File: src/rtl/clip_pkg.sv
`default_nettype none
// +----------------------------------------------------------------------------+
// | clip_pkg                                                                   |
// | Shared types and constants for the clip recorder front-panel controller.  |
// | Revision: 1.0                                                              |
// +----------------------------------------------------------------------------+
package clip_pkg;

    typedef enum logic [1:0] {
        IDLE      = 2'd0,
        PLAYING   = 2'd1,
        RECORDING = 2'd2
    } clip_state_t;

    localparam int CLIP_WIDTH = 4;
    // The display driver blanks any value of 10 or more.
    localparam logic [CLIP_WIDTH-1:0] CLIP_BLANK = 4'hF;

    function automatic logic [CLIP_WIDTH-1:0] clip_next(
        input logic [CLIP_WIDTH-1:0] cur,
        input int                    num_clips
    );
        if (cur == CLIP_WIDTH'(num_clips - 1)) begin
            return '0;
        end
        return cur + CLIP_WIDTH'(1);
    endfunction

endpackage
`default_nettype wire

File: src/rtl/clip_controller_if.sv
`default_nettype none
// +----------------------------------------------------------------------------+
// | clip_controller_if                                                         |
// | Front-panel buttons, audio-engine handshake and display clip numbers.     |
// | Revision: 1.0                                                              |
// +----------------------------------------------------------------------------+
interface clip_controller_if;
    import clip_pkg::*;

    logic                  btn_play_i;
    logic                  btn_record_i;
    logic                  btn_next_i;
    logic                  clip_done_i;
    logic                  play_start_o;
    logic                  record_start_o;
    logic                  stop_o;
    logic [CLIP_WIDTH-1:0] play_clip_o;
    logic [CLIP_WIDTH-1:0] record_clip_o;
    logic                  busy_o;

    // Controller side.
    modport master (
        input  btn_play_i, btn_record_i, btn_next_i, clip_done_i,
        output play_start_o, record_start_o, stop_o,
               play_clip_o, record_clip_o, busy_o
    );

    // Panel / audio-engine / display side.
    modport slave (
        output btn_play_i, btn_record_i, btn_next_i, clip_done_i,
        input  play_start_o, record_start_o, stop_o,
               play_clip_o, record_clip_o, busy_o
    );

endinterface
`default_nettype wire

File: src/rtl/clip_controller_debounce.sv
`default_nettype none
// +----------------------------------------------------------------------------+
// | debounce                                                                   |
// | Two-flop synchroniser, stability counter and rising-edge press pulse.     |
// | Revision: 1.0                                                              |
// +----------------------------------------------------------------------------+
module debounce #(
    parameter int CYCLES = 4
) (
    input  wire logic clock_i,
    input  wire logic reset_i,
    input  wire logic raw_i,
    output logic      level_o,
    output logic      press_o
);

    localparam int CNT_W = $clog2(CYCLES + 1);

    logic [1:0]       sync_q, sync_d;
    logic [CNT_W-1:0] count_q, count_d;
    logic             level_q, level_d;
    logic             prev_q, prev_d;
    logic             press_q, press_d;

    always_comb begin
        sync_d  = {sync_q[0], raw_i};
        level_d = level_q;
        count_d = '0;
        // A full count means CYCLES consecutive disagreeing samples were seen.
        if (count_q == CNT_W'(CYCLES)) begin
            level_d = ~level_q;
        end else if (sync_q[1] != level_q) begin
            count_d = count_q + CNT_W'(1);
        end
        prev_d  = level_q;
        press_d = level_q & ~prev_q;
    end

    always_ff @(posedge clock_i or negedge reset_i) begin
        if (!reset_i) begin
            sync_q  <= '0;
            count_q <= '0;
            level_q <= 1'b0;
            prev_q  <= 1'b0;
            press_q <= 1'b0;
        end else begin
            sync_q  <= sync_d;
            count_q <= count_d;
            level_q <= level_d;
            prev_q  <= prev_d;
            press_q <= press_d;
        end
    end

    assign level_o = level_q;
    assign press_o = press_q;

endmodule
`default_nettype wire

File: src/rtl/clip_controller.sv
`default_nettype none
// +----------------------------------------------------------------------------+
// | clip_controller                                                            |
// | Button debouncing, clip selection and IDLE/PLAYING/RECORDING control.     |
// | Revision: 1.0                                                              |
// +----------------------------------------------------------------------------+
module clip_controller
    import clip_pkg::*;
#(
    parameter int SYSTEM_FREQUENCY   = 100000000,
    parameter int DEBOUNCE_FREQUENCY = 100,
    parameter int NUM_CLIPS          = 3
) (
    input  wire logic         clock_i,
    input  wire logic         reset_i,
    clip_controller_if.master bus
);

    localparam int DEBOUNCE_CYCLES = SYSTEM_FREQUENCY / DEBOUNCE_FREQUENCY;

    logic       w_play_press;
    logic       w_record_press;
    logic       w_next_press;
    logic [2:0] w_unused_level;

    debounce #(.CYCLES(DEBOUNCE_CYCLES)) u_db_play (
        .clock_i (clock_i),
        .reset_i (reset_i),
        .raw_i   (bus.btn_play_i),
        .level_o (w_unused_level[0]),
        .press_o (w_play_press)
    );

    debounce #(.CYCLES(DEBOUNCE_CYCLES)) u_db_record (
        .clock_i (clock_i),
        .reset_i (reset_i),
        .raw_i   (bus.btn_record_i),
        .level_o (w_unused_level[1]),
        .press_o (w_record_press)
    );

    debounce #(.CYCLES(DEBOUNCE_CYCLES)) u_db_next (
        .clock_i (clock_i),
        .reset_i (reset_i),
        .raw_i   (bus.btn_next_i),
        .level_o (w_unused_level[2]),
        .press_o (w_next_press)
    );

    clip_state_t           state_q, state_d;
    logic [CLIP_WIDTH-1:0] sel_q, sel_d;
    logic [CLIP_WIDTH-1:0] active_q, active_d;
    logic                  play_start_q, play_start_d;
    logic                  record_start_q, record_start_d;
    logic                  stop_q, stop_d;
    logic                  busy_q, busy_d;
    logic [CLIP_WIDTH-1:0] play_clip_q, play_clip_d;
    logic [CLIP_WIDTH-1:0] record_clip_q, record_clip_d;

    always_comb begin
        state_d        = state_q;
        sel_d          = sel_q;
        active_d       = active_q;
        play_start_d   = 1'b0;
        record_start_d = 1'b0;
        stop_d         = 1'b0;

        case (state_q)
            IDLE: begin
                if (w_next_press) begin
                    sel_d = clip_next(sel_q, NUM_CLIPS);
                end
                // Play has priority over a simultaneous record press.
                if (w_play_press) begin
                    play_start_d = 1'b1;
                    active_d     = sel_q;
                    state_d      = PLAYING;
                end else if (w_record_press) begin
                    record_start_d = 1'b1;
                    active_d       = sel_q;
                    state_d        = RECORDING;
                end
            end
            PLAYING, RECORDING: begin
                // Engine completion beats a user abort arriving on the same edge.
                if (bus.clip_done_i) begin
                    state_d = IDLE;
                end else if (w_play_press || w_record_press) begin
                    stop_d  = 1'b1;
                    state_d = IDLE;
                end
            end
            default: begin
                state_d = IDLE;
            end
        endcase

        busy_d = (state_d != IDLE);

        case (state_d)
            PLAYING: begin
                play_clip_d   = active_d;
                record_clip_d = CLIP_BLANK;
            end
            RECORDING: begin
                play_clip_d   = CLIP_BLANK;
                record_clip_d = active_d;
            end
            default: begin
                play_clip_d   = sel_d;
                record_clip_d = sel_d;
            end
        endcase
    end

    always_ff @(posedge clock_i or negedge reset_i) begin
        if (!reset_i) begin
            state_q        <= IDLE;
            sel_q          <= '0;
            active_q       <= '0;
            play_start_q   <= 1'b0;
            record_start_q <= 1'b0;
            stop_q         <= 1'b0;
            busy_q         <= 1'b0;
            play_clip_q    <= '0;
            record_clip_q  <= '0;
        end else begin
            state_q        <= state_d;
            sel_q          <= sel_d;
            active_q       <= active_d;
            play_start_q   <= play_start_d;
            record_start_q <= record_start_d;
            stop_q         <= stop_d;
            busy_q         <= busy_d;
            play_clip_q    <= play_clip_d;
            record_clip_q  <= record_clip_d;
        end
    end

    assign bus.play_start_o   = play_start_q;
    assign bus.record_start_o = record_start_q;
    assign bus.stop_o         = stop_q;
    assign bus.busy_o         = busy_q;
    assign bus.play_clip_o    = play_clip_q;
    assign bus.record_clip_o  = record_clip_q;

endmodule
`default_nettype wire
File: src/flat_wrapper.sv
// flat-port wrapper written by rule: the top's interface ports become plain ports
module clip_controller_flat import clip_pkg::*;
#(
    parameter int SYSTEM_FREQUENCY   = 100000000,
    parameter int DEBOUNCE_FREQUENCY = 100,
    parameter int NUM_CLIPS          = 3
)
  (clock_i, reset_i, bus_btn_play_i, bus_btn_record_i, bus_btn_next_i, bus_clip_done_i, bus_play_start_o, bus_record_start_o, bus_stop_o, bus_play_clip_o, bus_record_clip_o, bus_busy_o);
  clip_controller_if bus_i ();
  input  wire logic clock_i;
  input  wire logic reset_i;
  input wire logic [$bits(bus_i.btn_play_i)-1:0] bus_btn_play_i;
  input wire logic [$bits(bus_i.btn_record_i)-1:0] bus_btn_record_i;
  input wire logic [$bits(bus_i.btn_next_i)-1:0] bus_btn_next_i;
  input wire logic [$bits(bus_i.clip_done_i)-1:0] bus_clip_done_i;
  output wire logic [$bits(bus_i.play_start_o)-1:0] bus_play_start_o;
  output wire logic [$bits(bus_i.record_start_o)-1:0] bus_record_start_o;
  output wire logic [$bits(bus_i.stop_o)-1:0] bus_stop_o;
  output wire logic [$bits(bus_i.play_clip_o)-1:0] bus_play_clip_o;
  output wire logic [$bits(bus_i.record_clip_o)-1:0] bus_record_clip_o;
  output wire logic [$bits(bus_i.busy_o)-1:0] bus_busy_o;
  assign bus_i.btn_play_i = bus_btn_play_i;
  assign bus_i.btn_record_i = bus_btn_record_i;
  assign bus_i.btn_next_i = bus_btn_next_i;
  assign bus_i.clip_done_i = bus_clip_done_i;
  assign bus_play_start_o = bus_i.play_start_o;
  assign bus_record_start_o = bus_i.record_start_o;
  assign bus_stop_o = bus_i.stop_o;
  assign bus_play_clip_o = bus_i.play_clip_o;
  assign bus_record_clip_o = bus_i.record_clip_o;
  assign bus_busy_o = bus_i.busy_o;
  clip_controller #(.SYSTEM_FREQUENCY(SYSTEM_FREQUENCY), .DEBOUNCE_FREQUENCY(DEBOUNCE_FREQUENCY), .NUM_CLIPS(NUM_CLIPS)) u_core (.clock_i(clock_i), .reset_i(reset_i), .bus(bus_i));
endmodule
File: config.mk
export PLATFORM = sky130hd
export DESIGN_NAME = clip_controller_flat
export DESIGN_NICKNAME = d
export VERILOG_FILES = /design/src/rtl/clip_pkg.sv /design/src/rtl/clip_controller_if.sv /design/src/rtl/clip_controller_debounce.sv /design/src/rtl/clip_controller.sv /design/src/flat_wrapper.sv
export SDC_FILE = /design/constraint.sdc
export NUM_CORES = 1
export LEC_CHECK = 0
export BUFFER_PORTS_ARGS = -buffer_cell sky130_fd_sc_hd__buf_4
export CAP_MARGIN = 20
export CORE_UTILIZATION = 50
export CTS_CLUSTER_SIZE = 14
export DETAILED_ROUTE_END_ITERATION = 12
export PLACE_DENSITY = 0.67
export SETUP_SLACK_MARGIN = 0.3
export SKIP_CTS_REPAIR_TIMING = 1
export SLEW_MARGIN = 20
export SYNTH_ARGS = -nofsm -noshare
export SYNTH_HDL_FRONTEND = slang
export SYNTH_HIERARCHICAL = 1
export SYNTH_SLANG_ARGS = --single-unit
File: constraint.sdc
create_clock -name clock_i -period 2.5 [get_ports clock_i]
set_clock_uncertainty 0.15 [all_clocks]
set_input_delay 0.125 -clock clock_i [delete_from_list [all_inputs] [get_ports clock_i]]
set_output_delay 0.125 -clock clock_i [all_outputs]
set_load 0.03 [all_outputs]
Word level (Yosys, flattened, before mapping)

Index checks and enable logic that the tools add are counted.

Mux-type cells: 31
$mul: 0
Reductions and logical operators: 4
Add/subtract/negate cells: 4
Equality and inequality tests: 11
Shifts and indexed selects: 0
$lt $le $gt $ge: 0
Divide/modulo/power cells: 0
Bitwise gates (word level): 9

Operators with widths:

| cell                                                | count |
|---|---|
| two-way mux 20 bit                                  | 6 |
| adder 20 x 1 -> 20 bit, second input constant       | 3 |
| equality test 20 bit, second input constant         | 3 |
| two-way mux 4 bit                                   | 7 |
| case mux 4 bit (2 select lines)                     | 2 |
| two-way mux 1 bit                                   | 11 |
| two-way mux 2 bit                                   | 4 |
| inverter 1 bit                                      | 6 |
| adder 4 x 1 -> 4 bit, second input constant         | 1 |
| equality test 2 x 1 -> 1 bit, second input constant | 2 |
| equality test 2 bit, second input constant          | 2 |
| equality test 4 x 2 -> 1 bit, second input constant | 1 |
| case mux 2 bit (2 select lines)                     | 1 |
| bitwise AND 1 bit                                   | 3 |
| inequality test 1 bit                               | 3 |
| logical NOT 2 bit                                   | 1 |
| nonzero test 2 bit                                  | 1 |
| OR reduction 2 bit                                  | 1 |
| logical OR 1 bit                                    | 1 |

Memories: 0
Bits in read-only memories: 0
Bits of input ports: 6
Output and inout port bits: 12
Bits in latches: 0
Register bits: 97
Logic and storage cells: 83
Memory bits (writable): 0

Longest topological paths before layout

Depth in word-level cells: 8
Gate-level depth with buffers: 10
Mapped depth without buffers: 9

Hierarchy

The synthesis kept the hierarchy.

By module, submodules not included:

| module          | area an instance (µm²) | cells an instance | times used | sequential area each (µm²) |
|---|---|---|---|---|
| debounce        | 1,213.7                | 122               | 3          | 625.6 |
| clip_controller | 1,133.6                | 114               | 1          | 550.5 |

Worst setup path after synthesis

No wires, ideal clock.

Path type: reg2reg
From: reg u_core.state_q[0]
To: reg u_core.play_clip_q[3] (netlist: u_core/bus.play_clip_o[3])
Path buffers: 1
Stages on the path, launching flop included: 11
Setup slack: 184 ps
Required time: 2,218 ps
Arrival time: 2,034 ps
Period minus slack after synthesis: 2,316 ps
Setup time: 132 ps
Path through: dfrtp_1 -> inv_1 -> ha_1 -> nor3b_1 -> nor2_1 -> or3_1 -> ha_1 -> clkbuf_1 -> nor2b_1 -> o211ai_1 -> nor3b_1

Word-level cells in the longest chain between the ends: 5
Elaborated cells on any way between the ends: 14
Those cells by class: 4 x eq/ne; 8 x mux; 2 x reduce/logical

RTL lines:

| what                                                                       | line                   | RTL |
|---|---|---|
| start, declared                                                            | clip_controller.sv:50  | `clip_state_t state_q, state_d;` |
| start signal, assigned                                                     | clip_controller.sv:128 | `state_q <= state_d;` |
| equality test 2 x 1 -> 1 bit (tied with other cells)                       | clip_controller.sv:68  | `case (state_q)` |
| OR reduction 2 bit (tied with other cells)                                 | clip_controller.sv:68  |  |
| case mux 2 bit (2 select lines)                                            | clip_controller.sv:68  |  |
| equality test 2 bit / equality test 2 x 1 -> 1 bit (equally long branches) | clip_controller.sv:100 | `case (state_d)` |
| case mux 4 bit (2 select lines) (*)                                        | clip_controller.sv:100 |  |
| named net u_core.play_clip_d[3]                                            | clip_controller.sv:57  | `logic [CLIP_WIDTH-1:0] play_clip_q, play_clip_d;` |
| end signal, assigned                                                       | clip_controller.sv:135 | `play_clip_q <= play_clip_d;` |
| end, declared                                                              | clip_controller.sv:57  |  |

The timed path passes the listed nets; every way through them passes the cells marked *.
A chain may end at the register's enable or synchronous reset.

Worst setup path in the final report

From: reg u_core.state_q[1]
To: reg u_core.play_clip_q[3] (netlist: u_core/bus.play_clip_o[3])

Same word-level chain as after synthesis.

==> impl_results.md <==
- Outcome: complete, no violations
- Slowest cell delay on critical path: 390 ps
- Worst-path maximum fanout: 5
- Largest net degree at the start of global routing: 52
- Cells after Synth: 480
- Vias in the first global route: 3,309
- CTS Buffer Depth: 2
- Fin area: 5400 µm²
- Final Max Slew Viols: 0
- Crit path max-delay cell type: dfrtp_1
- Predominant post-synthesis flop cell: dfrtp_1
- Sequential cell area fraction in the yosys report: 50.8%
- Leak: 0.00229 µW
- GRT Total Usage: 19.0%
- Site Rows: 35
- Max Freq: 438 MHz
- Final WL: 8.90 mm
- Synth top area share: 50.8%
- Post-DP Area: 5060 µm²
- Number of port buffers: 17
- DIE AREA: 9940 µm²
- Min Clock Period, post-route: 2280 ps
- Worst Max-Slew Pin Slew: 640 ps
- Ports: 18
- Gp weighted congestion: 0.845
- Warnings, synthesis: 6
- Most used cell, CP: ha_4
- First-pass GRT wire length: 15.2 mm
- CTS tree: done
- Initial antenna violation count: 0
- Hold Fails Final Rpt: 0
- Starting density of the core: 51.7%
- Core ar.: 9240 µm²
- Nets: 526
- Syn Std Cell Area: 4770 µm²
- Critical Path AT: 2370 ps
- Netlist cell types: 44
- Synth area leaders: dfrtp_1 51%, xnor2_1 7.0%, nor2_1 5.5%
- Residual DRC count: 0
- Crit start category: flop
- Worst vdd ir: 0.304 mV
- RSZ-0062 raised after global routing: true
- Die H: 99.7 µm
- CTS Root Buffer Type: clkbuf_8
- Pwr/cell area: 488 nW/µm²
- Setup-failing EPs final: 0
- WL/cell: 13.8 µm
- Final period utilization: 91.3%
- HP Class: in2async
- Clock Sinks: 97
- Synthesized Nets: 497
- Drt first pass iters: 4
- Final global-route overflow total: 0
- Synth-to-layout area growth: 13.1%
- Max cap viols: 0
- Chip width: 99.7 µm
- Share of post-route cells with drive strength above 1: 16.9%
- Async set or reset register ratio after synthesis: 100%
- Synthesized flop and latch total: 97
- Avg Synthesized Cell Area: 9.95 µm²
- CTS clk-pin slew, worst paths: 90 ps
- Post-synth EDFFs: 0
- Diode count: 0
- H-tree levels: 3
- DRT iter0 DRCs: 146
- Crit path required time: 2590 ps
- CP Capture Type: flop
- Post-DP HPWL: 6.04 mm
- Setup TNS: 0 ps
- Total CTS buffers: 9
- Vias: 3,490
- Routed vias/inst: 5.43
- Rel. slew slack: 57.3%
- Area leader, netlist: dfrtp_1
- Worst-Skew Late Latency: 350 ps
- Post-route ant nets: 0
- Cells along the critical path: inv_2, ha_4, nor3b_4, nor2_2, or3_4, ha_4, nor2b_4, o211ai_1, nor3b_2
- Crit Path Class: reg2reg
-- routing by layer --
metal  up-vias  global-route usage, %  share of wire [%]
li1       1724                      -                  -
met1      1700                   25.6                 48
met2        55                   30.8                 48
met3        11                   3.30                2.9
met4         0                   6.90                1.2
met5         -                      0                  0
-- worst paths after layout --
kind                                            startpoint                             to  slack (ps)  depth (start not counted)
min in group clock_i            u_core/u_db_play/sync_q[0]     u_core/u_db_play/sync_q[1]         210                          0
worst min-delay path                               reset_i  u_core/u_db_record/count_q[8]         180                          2
worst min register to register  u_core/u_db_play/sync_q[0]     u_core/u_db_play/sync_q[1]         210                          0
worst max register to register           u_core/state_q[1]      u_core/bus.play_clip_o[3]         220                          9
max in group asynchronous                          reset_i    u_core/bus.record_clip_o[1]        1340                          3
worst max-delay path                     u_core/state_q[1]      u_core/bus.play_clip_o[3]         220                          9
-- cell usage in the layout, fill, tap and decap left out, types with 3 or more instances in the layout --
| cell type | instances |
|---|---|
| a21oi_1 | 10 |
| a31o_2 | 3 |
| and2_1 | 4 |
| and3_1 | 6 |
| and4_1 | 6 |
| and4_2 | 4 |
| and4b_2 | 3 |
| buf_4 | 33 |
| clkbuf_8 | 11 |
| clkinvlp_4 | 3 |
| dfrtp_1 | 97 |
| dlygate4sd3_1 | 5 |
| ha_1 | 7 |
| inv_1 | 23 |
| nand2_1 | 26 |
| nand3_1 | 37 |
| nand4_1 | 21 |
| nand4_2 | 3 |
| nor2_1 | 69 |
| nor2b_1 | 3 |
| nor3_1 | 13 |
| nor4_1 | 12 |
| nor4b_1 | 3 |
| o21ai_0 | 8 |
| o21ai_1 | 3 |
| or3_1 | 6 |
| or4_4 | 3 |
| xnor2_1 | 38 |
| xor2_1 | 15 |
-- Yosys cell counts (2+ instances only) --
| library cell | instances |
|---|---|
| nor2_1 | 70 |
| nor2b_1 | 5 |
| o211ai_1 | 2 |
| and3_1 | 6 |
| clkbuf_2 | 3 |
| nand4_1 | 21 |
| or4_4 | 3 |
| dfrtp_1 | 97 |
| o21a_1 | 2 |
| nor4b_1 | 3 |
| o2111ai_1 | 2 |
| nor3b_1 | 5 |
| a31o_2 | 3 |
| and4_1 | 7 |
| ha_1 | 11 |
| nor4_1 | 12 |
| buf_2 | 5 |
| clkbuf_1 | 5 |
| a31oi_1 | 2 |
| and4_2 | 4 |
| a21oi_1 | 10 |
| a32oi_1 | 4 |
| nand3_1 | 37 |
| nand4_2 | 3 |
| xor2_1 | 15 |
| o21ai_0 | 11 |
| nor3_1 | 13 |
| inv_1 | 25 |
| xnor2_1 | 38 |
| or3_1 | 7 |
| and4b_2 | 3 |
| nand2_1 | 26 |
| and2_1 | 4 |
| buf_4 | 6 |
-- power breakdown --
part | internal (µW) | total, µW | switching, µW
clock network | 415 | 930 | 515
registers | 1580 | 1610 | 22.6
logic | 34.3 | 98.7 | 64.4
total | 2030 | 2630 | 601
-- stage by stage --
step           cells  setup slack [ps]  hold WS (ps)  power, µW  util, %
2_1_floorplan    480               311          -321       1680        -
3_3_place_gp     617               216          34.2       1730     54.8
3_5_place_dp     617               129          37.4       1730     54.8
4_1_cts          633               115          -356       2680     56.8
5_1_grt          643              94.6           211       2760     58.4
6_report         643               218           180       2630     58.4
-- area by class of cell --
| class | count | area (µm²) |
|---|---|---|
| Clock buffer | 12 | 155 |
| Clock inverter | 4 | 27.5 |
| Multi-Input combinational cell | 338 | 2230 |
| Sequential cell | 97 | 2430 |
| Inverter | 25 | 93.8 |
| Timing Repair Buffer | 38 | 298 |
| Fill cell | 783 | 3840 |
| Tap cell | 129 | 161 |
-- sequential cells by signal, indices dropped and copies added (netlist names), 2 cells and up --
name,flops
u_core/u_db_next/count_q,20
u_core/u_db_play/count_q,20
u_core/u_db_record/count_q,20
u_core/active_q,4
u_core/bus.play_clip_o,4
u_core/bus.record_clip_o,4
u_core/sel_q,4
u_core/state_q,2
u_core/u_db_next/sync_q,2
u_core/u_db_play/sync_q,2
u_core/u_db_record/sync_q,2
-- worst max-delay path, delay by kind of cell, from the launching register on --
kind / cells / cell delay (ps)
AO/OA/AOI/OAI: 1 / 90
adder cells (fa/ha/maj): 2 / 570
buffers and inverters: 1 / 60
flip-flops: 1 / 390
AND/OR/NAND/NOR: 5 / 920
-- logic make-up (layout without fill, tap and decap cells) --
family | count (synthesis) | after routing | share of synthesized area, %
buffers and inverters | 45 | 79 | 4.38
AO/OA/AOI/OAI | 43 | 43 | 6.08
XOR/XNOR | 53 | 53 | 9.72
AND/OR/NAND/NOR | 231 | 231 | 26.1
flip-flops | 97 | 97 | 50.8
adder cells (fa/ha/maj) | 11 | 11 | 2.88
(Power assumes the default switching activity.)
